File: config.mk
export PLATFORM = sky130hd
export DESIGN_NAME = mem_access_unit
export DESIGN_NICKNAME = d
export VERILOG_FILES = /design/src/rtl/mem_access_pkg.sv /design/src/rtl/mem_access_unit_lane.sv /design/src/rtl/mem_access_unit.sv
export SDC_FILE = /design/constraint.sdc
export NUM_CORES = 1
export LEC_CHECK = 0
export CORE_MARGIN = 8
export CORE_UTILIZATION = 40
export CTS_CLUSTER_SIZE = 30
export DETAILED_ROUTE_END_ITERATION = 7
export GPL_TIMING_DRIVEN = 0
export HOLD_SLACK_MARGIN = 0.08
export PLACE_DENSITY_LB_ADDON = 0.05
export SYNTH_ARGS = -nofsm -noshare
export SYNTH_HDL_FRONTEND = slang
export SYNTH_SLANG_ARGS = --single-unit
File: constraint.sdc
create_clock -name clk -period 7.3 [get_ports clk]
set_input_delay 1.46 -clock clk [delete_from_list [all_inputs] [get_ports clk]]
set_output_delay 1.46 -clock clk [all_outputs]
set_load 0.01 [all_outputs]
File: src/rtl/mem_access_pkg.sv
// Shared definitions for the memory access unit: op encodings, FSM states,
// access sizes and the small decode helpers used by the unit and lane aligner.
package mem_access_pkg;

  localparam logic [2:0] OP_WORD = 3'b001;
  localparam logic [2:0] OP_LB   = 3'b010;
  localparam logic [2:0] OP_LH   = 3'b011;
  localparam logic [2:0] OP_LBU  = 3'b100;
  localparam logic [2:0] OP_LHU  = 3'b101;

  localparam int LANE_W = 8;
  localparam int LANES  = 4;

  typedef enum logic [1:0] {
    ST_IDLE = 2'b00,
    ST_BUSY = 2'b01,
    ST_RESP = 2'b10
  } state_t;

  typedef enum logic [1:0] {
    SZ_BYTE = 2'b00,
    SZ_HALF = 2'b01,
    SZ_WORD = 2'b10
  } size_t;

  // Undefined op codes fall back to a word access.
  function automatic size_t op_size(input logic [2:0] op);
    size_t sz;
    case (op)
      OP_LB, OP_LBU: sz = SZ_BYTE;
      OP_LH, OP_LHU: sz = SZ_HALF;
      default:       sz = SZ_WORD;
    endcase
    return sz;
  endfunction

  function automatic logic op_signed(input logic [2:0] op);
    return (op == OP_LB) || (op == OP_LH);
  endfunction

  function automatic logic is_aligned(input size_t sz, input logic [1:0] off);
    logic ok;
    case (sz)
      SZ_BYTE: ok = 1'b1;
      SZ_HALF: ok = ~off[0];
      default: ok = (off == 2'b00);
    endcase
    return ok;
  endfunction

  function automatic logic [LANES-1:0] lane_mask(input size_t sz, input logic [1:0] off);
    logic [LANES-1:0] m;
    case (sz)
      SZ_BYTE: m = 4'b0001 << off;
      SZ_HALF: m = off[1] ? 4'b1100 : 4'b0011;
      default: m = 4'b1111;
    endcase
    return m;
  endfunction

endpackage

File: src/rtl/mem_access_unit_lane.sv
// Combinational byte-lane steering: LOAD=1 extracts and extends a sub-word
// from a bus word, LOAD=0 replicates right-aligned store data across lanes.
module mem_lane_align
  import mem_access_pkg::*;
#(
  parameter bit LOAD = 1'b1
) (
  input  logic [2:0]  op,
  input  logic [1:0]  offset,
  input  logic [31:0] data_in,
  output logic [31:0] data_out
);

  size_t       size_s;
  logic        sign_s;
  logic [7:0]  byte_s;
  logic [15:0] half_s;
  logic [31:0] load_s;
  logic [31:0] store_s;

  // Lane selection, extension and replication for both directions.
  always_comb begin
    size_s  = op_size(op);
    sign_s  = op_signed(op);
    byte_s  = data_in[{offset, 3'b000} +: LANE_W];
    half_s  = offset[1] ? data_in[31:16] : data_in[15:0];
    load_s  = data_in;
    store_s = data_in;
    case (size_s)
      SZ_BYTE: begin
        load_s  = {{24{sign_s & byte_s[7]}}, byte_s};
        store_s = {4{data_in[7:0]}};
      end
      SZ_HALF: begin
        load_s  = {{16{sign_s & half_s[15]}}, half_s};
        store_s = {2{data_in[15:0]}};
      end
      default: begin
        load_s  = data_in;
        store_s = data_in;
      end
    endcase
    data_out = LOAD ? load_s : store_s;
  end

endmodule

File: src/rtl/mem_access_unit.sv
// Pipeline-to-memory access unit: accepts aligned load/store requests, drives a
// word-addressed bus with byte enables, waits for ack (with timeout) and returns.
module mem_access_unit
  import mem_access_pkg::*;
#(
  parameter int ADDR_W  = 32,
  parameter int TIMEOUT = 16
) (
  input  logic              clk,
  input  logic              rst,
  input  logic [2:0]        op,
  input  logic              mem_read,
  input  logic              mem_write,
  input  logic [ADDR_W-1:0] addr,
  input  logic [31:0]       wdata,
  output logic [31:0]       rdata,
  output logic              done,
  output logic              stall,
  output logic              misalign,
  output logic              bus_err,
  output logic              mem_req,
  output logic              mem_we,
  output logic [ADDR_W-1:0] mem_addr,
  output logic [3:0]        mem_be,
  output logic [31:0]       mem_wdata,
  input  logic              mem_ack,
  input  logic [31:0]       mem_rdata
);

  localparam int CNT_W = (TIMEOUT > 0) ? $clog2(TIMEOUT + 1) : 1;
  localparam logic [CNT_W-1:0] CNT_LAST = CNT_W'(TIMEOUT - 1);
  localparam logic [CNT_W-1:0] CNT_MAX  = {CNT_W{1'b1}};
  localparam logic [CNT_W-1:0] CNT_ONE  = CNT_W'(1);

  state_t           state_r;
  state_t           next_state_s;
  logic [CNT_W-1:0] cnt_r;
  logic [2:0]       op_r;
  logic [1:0]       off_r;
  logic             req_s;
  logic             aligned_s;
  logic             start_s;
  logic             timeout_s;
  size_t            req_size_s;
  logic [31:0]      store_data_s;
  logic [31:0]      load_data_s;

  mem_lane_align #(.LOAD(1'b0)) u_store_align (
    .op       (op),
    .offset   (addr[1:0]),
    .data_in  (wdata),
    .data_out (store_data_s)
  );

  mem_lane_align #(.LOAD(1'b1)) u_load_align (
    .op       (op_r),
    .offset   (off_r),
    .data_in  (mem_rdata),
    .data_out (load_data_s)
  );

  // Request decode; misalign and stall answer the pipeline in the same cycle.
  always_comb begin
    req_s      = mem_read | mem_write;
    req_size_s = op_size(op);
    aligned_s  = is_aligned(req_size_s, addr[1:0]);
    start_s    = (state_r == ST_IDLE) && req_s && aligned_s;
    misalign   = (state_r == ST_IDLE) && req_s && !aligned_s;
    stall      = start_s || (state_r == ST_BUSY);
    timeout_s  = (TIMEOUT > 0) && (cnt_r == CNT_LAST);
  end

  // Next-state logic; ack takes precedence over a simultaneous timeout.
  always_comb begin
    next_state_s = state_r;
    case (state_r)
      ST_IDLE: begin
        if (start_s) next_state_s = ST_BUSY;
        else         next_state_s = ST_IDLE;
      end
      ST_BUSY: begin
        if (mem_ack || timeout_s) next_state_s = ST_RESP;
        else                      next_state_s = ST_BUSY;
      end
      ST_RESP: next_state_s = ST_IDLE;
      default: next_state_s = ST_IDLE;
    endcase
  end

  // State register.
  always_ff @(posedge clk or posedge rst) begin
    if (rst) state_r <= ST_IDLE;
    else     state_r <= next_state_s;
  end

  // Bus request, wait counter and response registers.
  always_ff @(posedge clk or posedge rst) begin
    if (rst) begin
      mem_req   <= 1'b0;
      mem_we    <= 1'b0;
      mem_addr  <= '0;
      mem_be    <= 4'b0000;
      mem_wdata <= 32'h0000_0000;
      rdata     <= 32'h0000_0000;
      done      <= 1'b0;
      bus_err   <= 1'b0;
      cnt_r     <= '0;
      op_r      <= OP_WORD;
      off_r     <= 2'b00;
    end else begin
      case (state_r)
        ST_IDLE: begin
          done    <= 1'b0;
          bus_err <= 1'b0;
          if (start_s) begin
            mem_req   <= 1'b1;
            mem_we    <= ~mem_read;
            mem_addr  <= {addr[ADDR_W-1:2], 2'b00};
            mem_be    <= lane_mask(req_size_s, addr[1:0]);
            mem_wdata <= store_data_s;
            op_r      <= op;
            off_r     <= addr[1:0];
            cnt_r     <= '0;
          end
        end
        ST_BUSY: begin
          if (cnt_r != CNT_MAX) cnt_r <= cnt_r + CNT_ONE;
          if (mem_ack) begin
            mem_req <= 1'b0;
            mem_we  <= 1'b0;
            done    <= 1'b1;
            bus_err <= 1'b0;
            rdata   <= mem_we ? 32'h0000_0000 : load_data_s;
          end else if (timeout_s) begin
            mem_req <= 1'b0;
            mem_we  <= 1'b0;
            done    <= 1'b1;
            bus_err <= 1'b1;
            rdata   <= 32'h0000_0000;
          end
        end
        ST_RESP: begin
          done    <= 1'b0;
          bus_err <= 1'b0;
        end
        default: begin
          mem_req <= 1'b0;
          mem_we  <= 1'b0;
          done    <= 1'b0;
          bus_err <= 1'b0;
        end
      endcase
    end
  end

endmodule

# After elaboration in Yosys (flattened, before gate mapping)
# Cells that the tools add are included.
# Widths: inputs -> output; s select.
[classes]
n_mux = 28
bitwise_logic = 6
reduce_logical = 21
shifts = 2
add_sub_neg = 1
eq_ne = 17
[op_table]
columns = ["cell", "n"]
rows = [
  ["$pmux 32 s2", 2],
  ["$mux 32", 3],
  ["$shiftx 32x6->8", 1],
  ["$mux 16", 1],
  ["$eq 3x2->1 const B", 4],
  ["$eq 3x3->1 const B", 4],
  ["$pmux 2 s2", 3],
  ["$mux 1", 10],
  ["$mux 5", 2],
  ["$pmux 5 s2", 1],
  ["$logic_not 2->1", 4],
  ["$pmux 4 s2", 1],
  ["$reduce_or 2->1", 4],
  ["$eq 2x1->1 const B", 3],
  ["$pmux 1 s3", 2],
  ["$reduce_and 3->1", 2],
  ["$add 5x1->5 const B", 1],
  ["$eq 5x4->1 const B", 1],
  ["$ne 5x5->1 const B", 1],
  ["$mux 4", 1],
  ["$reduce_and 2->1", 2],
  ["$reduce_bool 2->1", 2],
  ["$shl 1x2->4 const A", 1],
  ["$logic_and 1x1->1", 3],
  ["11 further kinds", 16],
]
[word_totals]
wordCells = 87
out_inout_bits = 106
register_bits = 114
inputBits = 104

# Depth between registers and ports, before layout
[logic_depth]
word_depth = 8
depth_mapped = 8
ltp_nobuf = 7

# Cells and area by module
# Synthesis repeated with hierarchy kept, for this count alone.
[hier_totals]
cells_unflattened = 578
area_unflattened_um2 = 6319.8
[by_module_without_submodules]
columns = ["module", "cells_per_inst", "area_each_um2", "seq_area_each_um2", "n_inst"]
rows = [
  ["mem_access_unit", 368, 4887.2, 2854.0, 1],
  ["mem_lane_align at u_load_align", 157, 958.4, 0.0, 1],
  ["mem_lane_align at u_store_align", 53, 474.2, 0.0, 1],
]

# Worst setup path after synthesis
# No wires, ideal clock.
[synth_path]
path_type = "input to output"
startpoint = "in op[2]"
endpoint = "out stall"
arrival_time_ns = 2.434
setup_slack_ns = 3.406
path_buffers = 3
stages = 7
required_ns = 5.840
cell_sequence = "xor2_1 > buf_4 > o21a_2 > buf_6 > nand2_4 > buf_2 > nand2_1"
[synth_between]
elab_chain_cells = 7
elab_cells_between_ends = 12
cone_classes = "eq/ne: 5; mux: 2; reduce/logical: 5"
[synth_rtl]
columns = ["item", "line_no", "source"]
rows = [
  ["start, declared", "mem_access_unit.sv:11", "input logic [2:0] op,"],
  ["$eq 3x3->1, or another cell as far along", "mem_access_pkg.sv:29", "case (op)"],
  ["$reduce_or 2->1", "mem_access_pkg.sv:29", ""],
  ["$pmux 2 s2 *", "mem_access_pkg.sv:29", ""],
  ["$eq 2x1->1 / $logic_not 2->1 (equally long branches)", "mem_access_pkg.sv:43", "case (sz)"],
  ["$pmux 1 s2 *", "mem_access_pkg.sv:43", ""],
  ["$logic_and 1x1->1 *", "mem_access_unit.sv:67", "start_s = (state_r == ST_IDLE) && req_s && aligned_s;"],
  ["$logic_or 1x1->1 *", "mem_access_unit.sv:69", "stall = start_s || (state_r == ST_BUSY);"],
  ["end, declared", "mem_access_unit.sv:18", "output logic stall,"],
]
# Mark *: on every way between the ends. The rest lies on a longest branch, timed or not.

# Worst setup path after layout
[layout_path]
startpoint = "in op[1]"
endpoint = "out stall"
# Same word-level chain as after synthesis.

==> results.py <==
metrics = {
    "finish": {
        "nNetsFinal": 807,
        "fill_cells": 1036,
        "drive_gt1_share_pct": 15.0,
        "seqCellArea_mm2": 0.00285,
        "multiInputGateArea_mm2": 0.00230,
        "diodes": 0,
        "design_area_mm2": 0.00832,
        "area_growth_pct": 54.4,
    },
    "logic_synthesis": {
        "synth_edf_count": 0,
        "synth_ff_type": "dfrtp_1",
        "ys_seq_area_share_pct": 52.9,
        "synth_cells": 472,
        "yosysWarnings": 0,
        "ys_ff_latch": 114,
        "syn_area_per_cell_um2": 11.4,
        "synth_cell_types": 61,
        "synth-async-reset-ratio_pct": 100,
        "netlist_area_mm2": 0.00539,
    },
    "detailed_routing": {
        "dr.pass1.iters": 5,
        "post-route-drc-count": 0,
        "wl_per_cell_um": 19.8,
        "routed_wl_mm": 17.6,
        "vias": 4633,
        "vias_per_cell": 5.22,
        "drt-initial-drc-count": 258,
        "detail-route-antenna-nets": 0,
    },
    "hold_path": {
        "whs_path_depth": 2,
        "min_path_type": "reg -> reg",
    },
    "power_and_ir_drop": {
        "powerDensity_mw_per_mm2": 407,
        "totalPowerFinal_mw": 3.39,
        "pwr-share-seq_pct": 31.8,
        "ir_drop_mv": 0.234,
        "switchingPower_mw": 1.11,
        "cell_internal_pwr_mw": 2.28,
        "pwr-share-comb_pct": 42.9,
        "swShare_pct": 32.7,
        "leakagePower_nw": 3.49,
        "p_clk_share_pct": 25.2,
    },
    "sta": {
        "final.period_utilization_pct": 69.8,
        "holdWs_ns": 0.489,
        "rsz0062_at_grt": "false",
        "fmax_mhz": 196,
        "period_minus_slack_ns": 5.09,
        "hold_violations": 0,
        "drv_slew": 0,
        "finalSetupTns_ns": 0,
        "skew_ns": 0.0152,
        "worst_slack_ns": 2.21,
        "slew_headroom_pct": 54.9,
        "tightestPinTransition_ns": 0.677,
        "setup_viol": 0,
    },
    "worst_setup_path": {
        "path_class": "in -> out",
        "crit_arrival_ns": 3.63,
        "worst_setup_path_start_kind": "primary input",
        "reg2reg_depth": 6,
        "crit_path_max_fanout": 10,
        "endpoint_kind": "output port",
        "required_ns": 5.84,
    },
    "floorplan": {
        "io_pins": 210,
        "initial_core_util_pct": 40.9,
        "rows": 42,
        "coreArea_mm2": 0.0132,
        "die_x_um": 132,
        "dieArea_mm2": 0.0174,
        "die_y_um": 132,
    },
    "clock_network": {
        "holdBufCountCts": 0,
        "root_buffer": "clkbuf_16",
        "numCtsBuffers": 17,
        "cts.sinks": 114,
        "clk_pin_slew_ns": 0.05,
        "cts_tree": "built",
        "clockBufferDepth": 2,
        "htreeDepth": 4,
        "clock_latency_ns": 0.42,
        "post_cts_buffers": 0,
        "cts_resized": 0,
    },
    "placed_design": {
        "place_congestion": 0.815,
        "place_area_mm2": 0.00771,
        "dpl.hpwl_mm": 13.2,
        "port_buffers": 206,
        "place_ws_ns": 2.20,
    },
    "grt": {
        "grt_start_max_net_pins": 74,
        "grt_use_total_pct": 20.5,
        "antenna_found_initial": 0,
        "grt_pass1_wl_mm": 28.1,
        "grt.overflow.total": 0,
        "grt_pass1_vias": 5042,
    },
    "run_status": {
        "status": "finished clean",
    },
    "job": {
        "drv_cap": 0,
    },
}
-- worst max-delay path: stages --
cell             delay (ns)
clkdlybuf4s50_1        0.55
xor2_1                 0.20
buf_4                  0.21
o21a_2                 0.16
buf_6                  0.14
nand2_4                0.08
buf_2                  0.20
nand2_1                0.08
clkdlybuf4s50_1        0.54
-- Yosys cell counts (2+ instances only) --
cell	instances	share of area [%]
mux2_4	6	1.7
o21ai_1	3	0.28
o311ai_0	6	0.97
o21ai_0	36	3.3
and3_1	2	0.23
xnor2_1	4	0.65
nor2b_1	10	1.2
nand2_1	36	2.5
nor2_1	24	1.7
mux2i_1	18	3.3
nand2b_1	8	0.93
a221o_1	16	3.0
buf_4	5	0.70
ha_1	4	0.93
a2111oi_0	6	0.97
dfrtp_1	113	52
a21oi_1	31	2.9
nor3_1	3	0.28
xor2_1	2	0.32
inv_1	7	0.49
a22oi_1	11	1.5
o22ai_1	2	0.23
nand3_1	2	0.19
buf_2	10	0.93
a211oi_1	2	0.28
a32o_1	2	0.37
mux2_2	34	7.1
mux2_1	10	2.1
clkbuf_1	12	0.84
o31ai_1	2	0.28
buf_6	7	1.5
a31oi_1	8	0.93
and2_1	2	0.23
-- layer usage --
metal  part of all wire (%)  routed length, um  global-route usage (%)
met2                     49               8650                    33.5
met5                      0                  0                       0
met1                     43               7480                    24.2
met3                    6.8               1190                    7.36
met4                    1.5                265                    7.98
-- path summary, 6_finish.rpt --
kind / to / from / slack [ns]
worst max-delay path: stall / op[1] / 2.21
worst min-delay path: rdata[1] / rdata[1] / 0.49
worst max register to register: rdata[23] / cnt_r[0] / 4.83
worst min register to register: rdata[1] / rdata[1] / 0.49
max in group asynchronous: op_r[0] / rst / 5.13
min in group asynchronous: mem_addr[11] / rst / 1.43
-- cell type report --
type | instances | share of cell area [%]
sequential | 114 | 34.3
multi-input combinational | 317 | 27.6
timing repair buffer | 207 | 25.1
clock buffer | 22 | 5.82
tap | 176 | 2.65
buffer | 35 | 2.59
clock inverter | 10 | 1.56
inverter | 7 | 0.376
-- through the flow --
step	std cells	utilization (%)
final	888	63.1
after global routing	888	63.1
after floorplan	473	-
after CTS	888	63.1
after global placement	855	58.2
after detailed placement	856	58.5
-- sequential cells by signal (all words and copies together), names as in the netlist, 2 cells and up --
register and flops:
op_r 3, off_r 2, mem_addr 30, cnt_r 5, state_r 2, rdata 32
mem_be 4, mem_wdata 32
-- cells by family after synthesis --
logic type / count (synthesis) / synth area share [%]
simple gates: 100 / 9.21
xor+xnor: 6 / 0.975
other cells: 1 / 0.0696
buf+inv: 42 / 4.48
fa+ha+maj: 4 / 0.928
flops: 114 / 52.9
mux: 69 / 14.6
compound gates: 136 / 16.8
-- power groups by stage --
stage | clock network (mW) | logic [mW] | registers [mW]
5_1_grt | 0.899 | 1.57 | 1.12
3_3_place_gp | 0 | 1.44 | 1.07
4_1_cts | 0.873 | 1.47 | 1.08
6_report | 0.855 | 1.45 | 1.08
3_5_place_dp | 0 | 1.46 | 1.08
2_1_floorplan | 0 | 0.573 | 1.18
-- layout by cell type (no fill, tap or decap), drive strengths merged, types with 4 or more instances in the layout --
cell type / n
o311ai: 6
clkinv: 5
nor2: 26
a221o: 16
a22oi: 11
a2111oi: 6
o21ai: 39
xnor2: 4
buf: 24
dfrtp: 113
inv: 7
a21oi: 32
nor2b: 10
a31oi: 8
mux2i: 18
nand2: 37
mux2: 50
clkdlybuf4s50: 206
clkbuf: 34
nand2b: 8
ha: 4
Power figures use the tool's default switching activity.
